File: src/rtl/uart_cmd_framer_pkg.sv
// rtl/uart_cmd_framer_pkg.sv - shared types and constants for the UART command framer
// Contents: framer state encoding, frame start-bit position, opcode values,
// command payload width and the frame checksum helper.
package uart_cmd_framer_pkg;

    typedef enum logic [2:0] {
        ST_IDLE = 3'd0,
        ST_B1   = 3'd1,
        ST_B2   = 3'd2,
        ST_CHK  = 3'd3,
        ST_HOLD = 3'd4
    } state_t;

    localparam int FRAME_START_BIT = 7;

    localparam logic [1:0] OP_OFFSET  = 2'b00;
    localparam logic [1:0] OP_DIVISOR = 2'b01;
    localparam logic [1:0] OP_QUERY   = 2'b10;
    localparam logic [1:0] OP_EXT     = 2'b11;

    localparam int CMD_PAYLOAD_W = 19;

    // Checksum byte of a frame: continuation-style byte carrying the XOR of
    // the low seven bits of the three frame bytes.
    function automatic logic [7:0] chk_byte(input logic [7:0] b0,
                                            input logic [7:0] b1,
                                            input logic [7:0] b2);
        return {1'b0, b0[6:0] ^ b1[6:0] ^ b2[6:0]};
    endfunction

endpackage

File: src/rtl/framer_tx_slot.sv
// rtl/framer_tx_slot.sv - single-entry transmit buffer shared by byte echoes and decoder replies
// Ports:
//   i_clk, i_rst (async, active-low), i_en (slot may accept new bytes)
//   i_echo_fire/i_echo_data   : received byte to echo (always wins)
//   i_reply_valid/i_reply_data/o_reply_ready : decoder reply handshake
//   o_empty                   : slot holds no byte
//   o_tx_data/o_tx_valid/i_tx_ready : UART transmitter handshake
module framer_tx_slot #(
    parameter int DATA_WIDTH = 8
) (
    input  logic                  i_clk,
    input  logic                  i_rst,
    input  logic                  i_en,
    input  logic                  i_echo_fire,
    input  logic [DATA_WIDTH-1:0] i_echo_data,
    input  logic                  i_reply_valid,
    input  logic [DATA_WIDTH-1:0] i_reply_data,
    output logic                  o_reply_ready,
    output logic                  o_empty,
    output logic [DATA_WIDTH-1:0] o_tx_data,
    output logic                  o_tx_valid,
    input  logic                  i_tx_ready
);

    logic                  r_valid;
    logic [DATA_WIDTH-1:0] r_data;
    logic                  w_reply_fire;

    assign o_empty       = !r_valid;
    // An echo arriving in the same cycle takes the empty slot first.
    assign o_reply_ready = i_en && !r_valid && !i_echo_fire;
    assign w_reply_fire  = i_reply_valid && o_reply_ready;
    assign o_tx_data     = r_data;
    assign o_tx_valid    = r_valid;

    always_ff @(posedge i_clk or negedge i_rst) begin
        if (!i_rst) begin
            r_valid <= 1'b0;
            r_data  <= '0;
        end else if (i_echo_fire) begin
            r_valid <= 1'b1;
            r_data  <= i_echo_data;
        end else if (w_reply_fire) begin
            r_valid <= 1'b1;
            r_data  <= i_reply_data;
        end else if (r_valid && i_tx_ready) begin
            r_valid <= 1'b0;
        end
    end

endmodule

File: src/rtl/uart_cmd_framer.sv
// rtl/uart_cmd_framer.sv - assembles framed UART commands, echoes bytes and merges decoder replies
// Optional feature macro: CMD_CHECKSUM_EN (adds a 4th XOR checksum byte, state CHK).
// Ports:
//   i_clk, i_rst (async, active-low)
//   i_rx_data/i_rx_valid/o_rx_ready       : bytes from the UART receiver
//   o_tx_data/o_tx_valid/i_tx_ready       : bytes to the UART transmitter
//   i_reply_data/i_reply_valid/o_reply_ready : reply bytes from the decoder
//   o_cmd_valid/i_cmd_ready/o_cmd_op/o_cmd_payload : held command word
//   o_frame_err (1-cycle pulse), o_err_count (saturating fault count)
module uart_cmd_framer
    import uart_cmd_framer_pkg::*;
#(
    parameter int DATA_WIDTH     = 8,
    parameter int TIMEOUT_CYCLES = 500000,
    parameter int TO_WIDTH       = 20
) (
    input  logic                     i_clk,
    input  logic                     i_rst,
    input  logic [DATA_WIDTH-1:0]    i_rx_data,
    input  logic                     i_rx_valid,
    output logic                     o_rx_ready,
    output logic [DATA_WIDTH-1:0]    o_tx_data,
    output logic                     o_tx_valid,
    input  logic                     i_tx_ready,
    input  logic [DATA_WIDTH-1:0]    i_reply_data,
    input  logic                     i_reply_valid,
    output logic                     o_reply_ready,
    output logic                     o_cmd_valid,
    input  logic                     i_cmd_ready,
    output logic [1:0]               o_cmd_op,
    output logic [CMD_PAYLOAD_W-1:0] o_cmd_payload,
    output logic                     o_frame_err,
    output logic [7:0]               o_err_count
);

    state_t               r_state;
    state_t               w_state_nxt;
    logic                 r_en;
    logic [1:0]           r_op;
    logic [4:0]           r_hi;
    logic [6:0]           r_mid;
    logic [6:0]           r_lo;
    logic [TO_WIDTH-1:0]  r_to_cnt;
    logic                 r_frame_err;
    logic [7:0]           r_err_count;

    logic w_slot_empty;
    logic w_rx_fire;
    logic w_start;
    logic w_to_run;
    logic w_timeout;
    logic w_ld_b0;
    logic w_ld_b1;
    logic w_ld_b2;
    logic w_fault;

    // r_en keeps both ready outputs low while reset is asserted.
    assign o_rx_ready    = r_en && w_slot_empty && (r_state != ST_HOLD);
    assign w_rx_fire     = i_rx_valid && o_rx_ready;
    assign w_start       = i_rx_data[FRAME_START_BIT];
    assign w_to_run      = (r_state == ST_B1) || (r_state == ST_B2) || (r_state == ST_CHK);
    assign w_timeout     = (r_to_cnt == TO_WIDTH'(TIMEOUT_CYCLES));

    assign o_cmd_valid   = (r_state == ST_HOLD);
    assign o_cmd_op      = r_op;
    assign o_cmd_payload = {r_hi, r_mid, r_lo};
    assign o_frame_err   = r_frame_err;
    assign o_err_count   = r_err_count;

    framer_tx_slot #(.DATA_WIDTH(DATA_WIDTH)) u_tx_slot (
        .i_clk         (i_clk),
        .i_rst         (i_rst),
        .i_en          (r_en),
        .i_echo_fire   (w_rx_fire),
        .i_echo_data   (i_rx_data),
        .i_reply_valid (i_reply_valid),
        .i_reply_data  (i_reply_data),
        .o_reply_ready (o_reply_ready),
        .o_empty       (w_slot_empty),
        .o_tx_data     (o_tx_data),
        .o_tx_valid    (o_tx_valid),
        .i_tx_ready    (i_tx_ready)
    );

    // A received byte always takes precedence over a timeout in the same
    // cycle, so a resync byte and an expiring counter yield one fault.
    always_comb begin
        w_state_nxt = r_state;
        w_ld_b0     = 1'b0;
        w_ld_b1     = 1'b0;
        w_ld_b2     = 1'b0;
        w_fault     = 1'b0;
        case (r_state)
            ST_IDLE: begin
                if (w_rx_fire) begin
                    if (w_start) begin
                        w_ld_b0     = 1'b1;
                        w_state_nxt = ST_B1;
                    end else begin
                        w_fault = 1'b1;
                    end
                end
            end
            ST_B1: begin
                if (w_rx_fire) begin
                    if (w_start) begin
                        w_fault = 1'b1;
                        w_ld_b0 = 1'b1;
                    end else begin
                        w_ld_b1     = 1'b1;
                        w_state_nxt = ST_B2;
                    end
                end else if (w_timeout) begin
                    w_fault     = 1'b1;
                    w_state_nxt = ST_IDLE;
                end
            end
            ST_B2: begin
                if (w_rx_fire) begin
                    if (w_start) begin
                        w_fault     = 1'b1;
                        w_ld_b0     = 1'b1;
                        w_state_nxt = ST_B1;
                    end else begin
                        w_ld_b2     = 1'b1;
`ifdef CMD_CHECKSUM_EN
                        w_state_nxt = ST_CHK;
`else
                        w_state_nxt = ST_HOLD;
`endif
                    end
                end else if (w_timeout) begin
                    w_fault     = 1'b1;
                    w_state_nxt = ST_IDLE;
                end
            end
`ifdef CMD_CHECKSUM_EN
            ST_CHK: begin
                if (w_rx_fire) begin
                    if (w_start) begin
                        w_fault     = 1'b1;
                        w_ld_b0     = 1'b1;
                        w_state_nxt = ST_B1;
                    end else if (i_rx_data == chk_byte({1'b1, r_op, r_hi}, {1'b0, r_mid}, {1'b0, r_lo})) begin
                        w_state_nxt = ST_HOLD;
                    end else begin
                        w_fault     = 1'b1;
                        w_state_nxt = ST_IDLE;
                    end
                end else if (w_timeout) begin
                    w_fault     = 1'b1;
                    w_state_nxt = ST_IDLE;
                end
            end
`endif
            ST_HOLD: begin
                if (i_cmd_ready) begin
                    w_state_nxt = ST_IDLE;
                end
            end
            default: begin
                w_state_nxt = ST_IDLE;
            end
        endcase
    end

    always_ff @(posedge i_clk or negedge i_rst) begin
        if (!i_rst) begin
            r_state     <= ST_IDLE;
            r_en        <= 1'b0;
            r_op        <= '0;
            r_hi        <= '0;
            r_mid       <= '0;
            r_lo        <= '0;
            r_to_cnt    <= '0;
            r_frame_err <= 1'b0;
            r_err_count <= '0;
        end else begin
            r_state     <= w_state_nxt;
            r_en        <= 1'b1;
            r_frame_err <= w_fault;
            if (w_fault && (r_err_count != 8'hFF)) begin
                r_err_count <= r_err_count + 8'd1;
            end
            if (w_rx_fire || !w_to_run || w_timeout) begin
                r_to_cnt <= '0;
            end else begin
                r_to_cnt <= r_to_cnt + 1'b1;
            end
            if (w_ld_b0) begin
                r_op <= i_rx_data[6:5];
                r_hi <= i_rx_data[4:0];
            end
            if (w_ld_b1) begin
                r_mid <= i_rx_data[6:0];
            end
            if (w_ld_b2) begin
                r_lo <= i_rx_data[6:0];
            end
        end
    end

endmodule

File: config.mk
export PLATFORM = sky130hd
export DESIGN_NAME = uart_cmd_framer
export DESIGN_NICKNAME = d
export VERILOG_FILES = /design/src/rtl/uart_cmd_framer_pkg.sv /design/src/rtl/framer_tx_slot.sv /design/src/rtl/uart_cmd_framer.sv
export SDC_FILE = /design/constraint.sdc
export NUM_CORES = 1
export LEC_CHECK = 0
export ABC_AREA = 1
export CAP_MARGIN = 20
export CELL_PAD_IN_SITES_DETAIL_PLACEMENT = 0
export CELL_PAD_IN_SITES_GLOBAL_PLACEMENT = 1
export CORE_UTILIZATION = 34
export DETAILED_ROUTE_END_ITERATION = 8
export PLACE_DENSITY = 0.73
export SYNTH_ARGS = -nofsm -noshare
export SYNTH_HDL_FRONTEND = slang
export SYNTH_SLANG_ARGS = --single-unit
File: constraint.sdc
create_clock -name i_clk -period 1.45 [get_ports i_clk]
set_input_delay 0.29 -clock i_clk [delete_from_list [all_inputs] [get_ports i_clk]]
set_output_delay 0.29 -clock i_clk [all_outputs]
set_load 0.02 [all_outputs]
# Word-level counts from Yosys, hierarchy flattened
# Index checks and enable logic that the tools add are counted.
# Widths: inputs -> output; s select.
# word_totals
in_bits	22
regBits	63
# classes
n_reduce_logical	20
n_addsub	2
n_eq_ne	11
n_mux	25
# ops
op	n
$mux 3	8
$add 20x1->20 const B	1
$eq 20x19->1 const B	1
$mux 20	1
$mux 8	2
$mux 1	12
$pmux 3 s4	1
$add 8x1->8 const B	1
$ne 8x8->1 const B	1
$logic_and 1x1->1	7
$eq 3x2->1 const B	2
$ne 3x3->1 const B	2
$logic_or 1x1->1	4
$ne 2x1->1 const B	2
$reduce_and 4->1	1
$eq 3x1->1 const B	1
$eq 3x3->1 const B	1
$logic_not 1->1	3
$logic_not 3->1	1
$reduce_bool 3->1	1
$reduce_or 3->1	1
$ne 2x2->1 const B	1
$pmux 1 s2	1
$reduce_bool 2->1	1
$reduce_or 2->1	1

# Longest topological paths before layout
# depth
ltp_word	9
depth_mapped	13

# Cells and area by module
# Synthesis repeated with hierarchy kept, for this count alone.
# hier_totals
cells_unflattened	386
area_unflattened_um2	3175.5
# modules_own_cells
mod	area_per_inst_um2	cells_each	n_inst	seq_area_each_um2
uart_cmd_framer	2672.6	320	1	1351.3
framer_tx_slot	503.0	66	1	225.2

# Least setup slack after synthesis
# No wires, ideal clock.
# synth_timing
path_type	reg2out
from	register r_state[1]
to	output o_reply_ready
path_slack_ns	-0.082
path_stages_with_launch	7
arrival_time_ns	1.242
cell_sequence	dfrtp_1 -> nor2_1 -> nand2_2 -> nand3_1 -> buf_4 -> inv_1 -> nor2_1
# synth_between
elab_chain_cells	5
# synth_rtl
element	line	rtl
start, declared	uart_cmd_framer.sv:36	state_t r_state;
start signal, assigned	uart_cmd_framer.sv:179	r_state <= w_state_nxt;
$ne 3x3->1	uart_cmd_framer.sv:58	assign o_rx_ready = r_en && w_slot_empty && (r_state != ST_HOLD);
$logic_and 1x1->1	uart_cmd_framer.sv:58	
$logic_and 1x1->1	uart_cmd_framer.sv:59	assign w_rx_fire = i_rx_valid && o_rx_ready;
$logic_not 1->1	framer_tx_slot.sv:31	assign o_reply_ready = i_en && !r_valid && !i_echo_fire;
$logic_and 1x1->1	framer_tx_slot.sv:31	
end, declared	uart_cmd_framer.sv:27	output logic o_reply_ready,
# No other way between the ends.

# Worst setup path in the final report
# layout_timing
from	register r_state[0]
to	output o_reply_ready
# The elaborated chain is that of the path after synthesis.

==> results by group <==
Clock tree
  – Clk sinks: 63
  – Clock buffer depth: 2
  – CTS root buf: clkbuf_8
  – Clk slew on worst S/H paths: 0.08 ns
  – # H-tree levels: 3
  – TritonCTS Buffers: 9
  – Clk Latency, worst-skew pair: 0.35 ns
  – CTS tree: done

Run
  – Max-Cap Viols: 0

GRT
  – Vias in the first global route: 3,053
  – Initial antenna violation count: 0
  – Maximum number of pins on one net before global-route repair: 64
  – GRT overflow: 0
  – Tot GR Track Use: 0.1876
  – First-pass GRT wire length: 14,190 µm

Pwr
  – PD cells: 1351 nW/µm²
  – Clock share of power: 0.237
  – Cell Int Power: 0.003972 W
  – Worst-case vdd ir drop: 0.0009976 V
  – Comb pwr share: 0.384
  – Switching part of the total: 0.3821
  – Sequential power share: 0.378
  – Switching Power: 0.002457 W
  – Leakage power: between 2 and 2.5 nW

Yosys
  – Mapped Area: 3102 µm²
  – Ys Warns: 0
  – Syn avg cell area: 8.360 µm²
  – Synth cell types: 30
  – Cells after Synth: roughly 370
  – Sequential area share after synthesis: 0.5083
  – Synthesized Nets: 396
  – Seq cells post-synth: between 60 and 70

Route
  – Iteration-0 DRC Markers: 81
  – Vias per Instance: 4.716
  – Antenna-violating nets left: 0
  – WL final: 8403 µm
  – Routed vias: 2,853
  – Residual DRC: 0
  – Wire length per cell: 13.89 µm
  – First-pass iteration count of the detailed router: 4

Final layout
  – Share of cells above drive strength 1: 0.3219
  – Final cell count without fillers: a little over 600
  – Commonest non-fill, non-tap cell in the layout: dfrtp_1
  – Number of nets in the layout: 517
  – Post-layout util: 0.5430
  – Number of diodes: 0
  – Most frequent cells in the layout: dfrtp_1, nand2_1, inv_1, buf_4, nor2_1
  – Layout area overhead: 53.41%

STA
  – Setup ws final: -0.2196 ns
  – Fmax: ~0.60 GHz
  – Endpoints failing setup: 53
  – Rel. slew slack: 0.6283
  – Unrepaired setup endpoints after global routing: true
  – Max-slew violations: 0
  – Final hold vios: 0
  – Worst Skew: between 0.01 and 0.015 ns
  – Tightest Pin Transition: 0.5576 ns
  – Final Cycle Share: 1.151
  – Period minus WS final: 1.670 ns

Floorplanning
  – Die X: a little under 100 µm
  – Number of placement rows: 34
  – Initial core utilization: 0.3539
  – Die Area: 9508 µm²
  – Die Ht: 97.51 µm
  – Core area: 8763 µm²
  – I/O pins: between 60 and 70

Setup path
  – Crit path capture type: output pin
  – Worst Path Required: ~1.2 ns
  – Worst setup path class: flip-flop to output pin
  – Startpoint Class: flip-flop
  – CP arrival: 1.38 ns
  – FF-to-FF Start: r_state[0]
  – Worst r2r path cells: 12
  – Flop2flop setup slack: -0.17 ns
  – Worst-path maximum fanout: 3
  – R2R Path End: o_err_count[2]

Placement
  – DP HPWL: 5664 µm
  – Final GP Congestion: roughly 0.79
  – Port bufs: 63
  – DP Cell Count: 578

Worst hold path
  – Hold Path Class: input pin to asynchronous set/reset pin

Status
  – Failing checks: negative setup slack
  – Outcome: finished, violations left
==> through the flow <==
stage	setup slack (ns)	setup TNS [ns]	hold WS [ns]	power (W)	area (µm²)
3_5_place_dp	-0.4256	-11.56	0.3329	0.004744	4200
5_1_grt	-0.3139	-12.34	0.5086	0.006827	4758
6_report	-0.2196	-5.233	0.4867	0.006429	4758
3_3_place_gp	-0.3880	-10.58	0.3350	0.004718	4200
2_1_floorplan	-0.009138	-0.02326	-0.005591	0.003543	3129
4_1_cts	-0.1964	-3.516	0.4939	0.006190	4553
==> area by class of cell <==
class                      count  area (µm²)
clock buffer                  10       127.6
clock inverter                 6       61.31
fill                         829        4005
inverter                      47       181.4
multi-input combinational    255        1608
sequential                    63        1579
tap                          108       135.1
timing repair buffer         116        1066
==> layer usage <==
layer	part of all wire	wire length, µm	global-route usage	vias to the layer above
met5	0	0	0	-
met4	0.016	135	0.07353	0
met3	0.057	476	0.05612	13
met2	0.48	4033	0.3098	51
met1	0.45	3758	0.2292	1362
li1	-	-	-	1427
==> power by group through the flow <==
stage / Combinational, W / Clock [W] / Sequential, W
final: 0.00247 / 0.00153 / 0.00243
after global routing: 0.00271 / 0.00162 / 0.00249
after CTS: 0.00225 / 0.00156 / 0.00238
after detailed placement: 0.00234 / 0 / 0.00240
after global placement: 0.00232 / 0 / 0.00240
after floorplan: 0.000747 / 0 / 0.00280
==> worst max-delay path: stages, from the launching register on <==
cell	delay (ns)
dfrtp_1	0.39
nor2_2	0.14
nand2_2	0.09
nand3_2	0.10
inv_1	0.08
nor2_2	0.10
buf_6	0.13
==> Yosys cell counts, drive strengths merged <==
cell type	count	area, µm²
ha	3	37.54
nor3	9	50.05
o21ai	24	120.1
a21boi	1	7.510
dfrtp	63	1577
o211ai	7	52.55
nor4	1	6.260
nor3b	3	32.53
a31oi	1	6.260
nor2	44	177.7
xor2	14	122.6
nand3	35	185.2
inv	47	176.4
nand2	95	395.4
xnor2	4	35.03
conb	1	3.750
a21oi	3	15.01
nand4	8	56.30
buf	8	45.04
==> cells by family (layout without fill, tap and decap cells) <==
group	count (synthesis)	count (layout)	synth area share
compound gates	36	36	0.06494
xor+xnor	18	18	0.05083
simple gates	195	197	0.2912
buf+inv	55	179	0.07140
fa+ha+maj	3	3	0.01210
flops	63	63	0.5083
other cells	1	1	0.001209
==> what timing repair did <==
item                                    4_1_cts  5_1_grt
setup buffers                                 4        3
pin swaps                                    10        8
endpoints found under the hold margin        63        0
resized for setup                           104       64
gates cloned                                  3        2
hold buffers                                  1        0
endpoints found under the setup margin       99       68
==> worst max path at each step <==
stage | start | end | depth (start not counted)
after detailed placement | i_rx_valid | o_reply_ready | 5
after global routing | r_to_cnt[0] | o_err_count[4] | 13
after CTS | r_state[0] | o_reply_ready | 6
after floorplan | r_to_cnt[0] | r_to_cnt[12] | 8
after global placement | i_rx_valid | o_reply_ready | 5
final | r_state[0] | o_reply_ready | 6
==> sequential cells by signal (all words and copies together), names as in the netlist <==
signal and flops:
o_frame_err 1, r_state 3, r_hi 5, r_lo 7, r_en 1, u_tx_slot.o_tx_valid 1, o_cmd_op 2, r_to_cnt 20
o_err_count 8, u_tx_slot.o_tx_data 8, r_mid 7
Note: power is estimated with default switching activity, not from simulation.
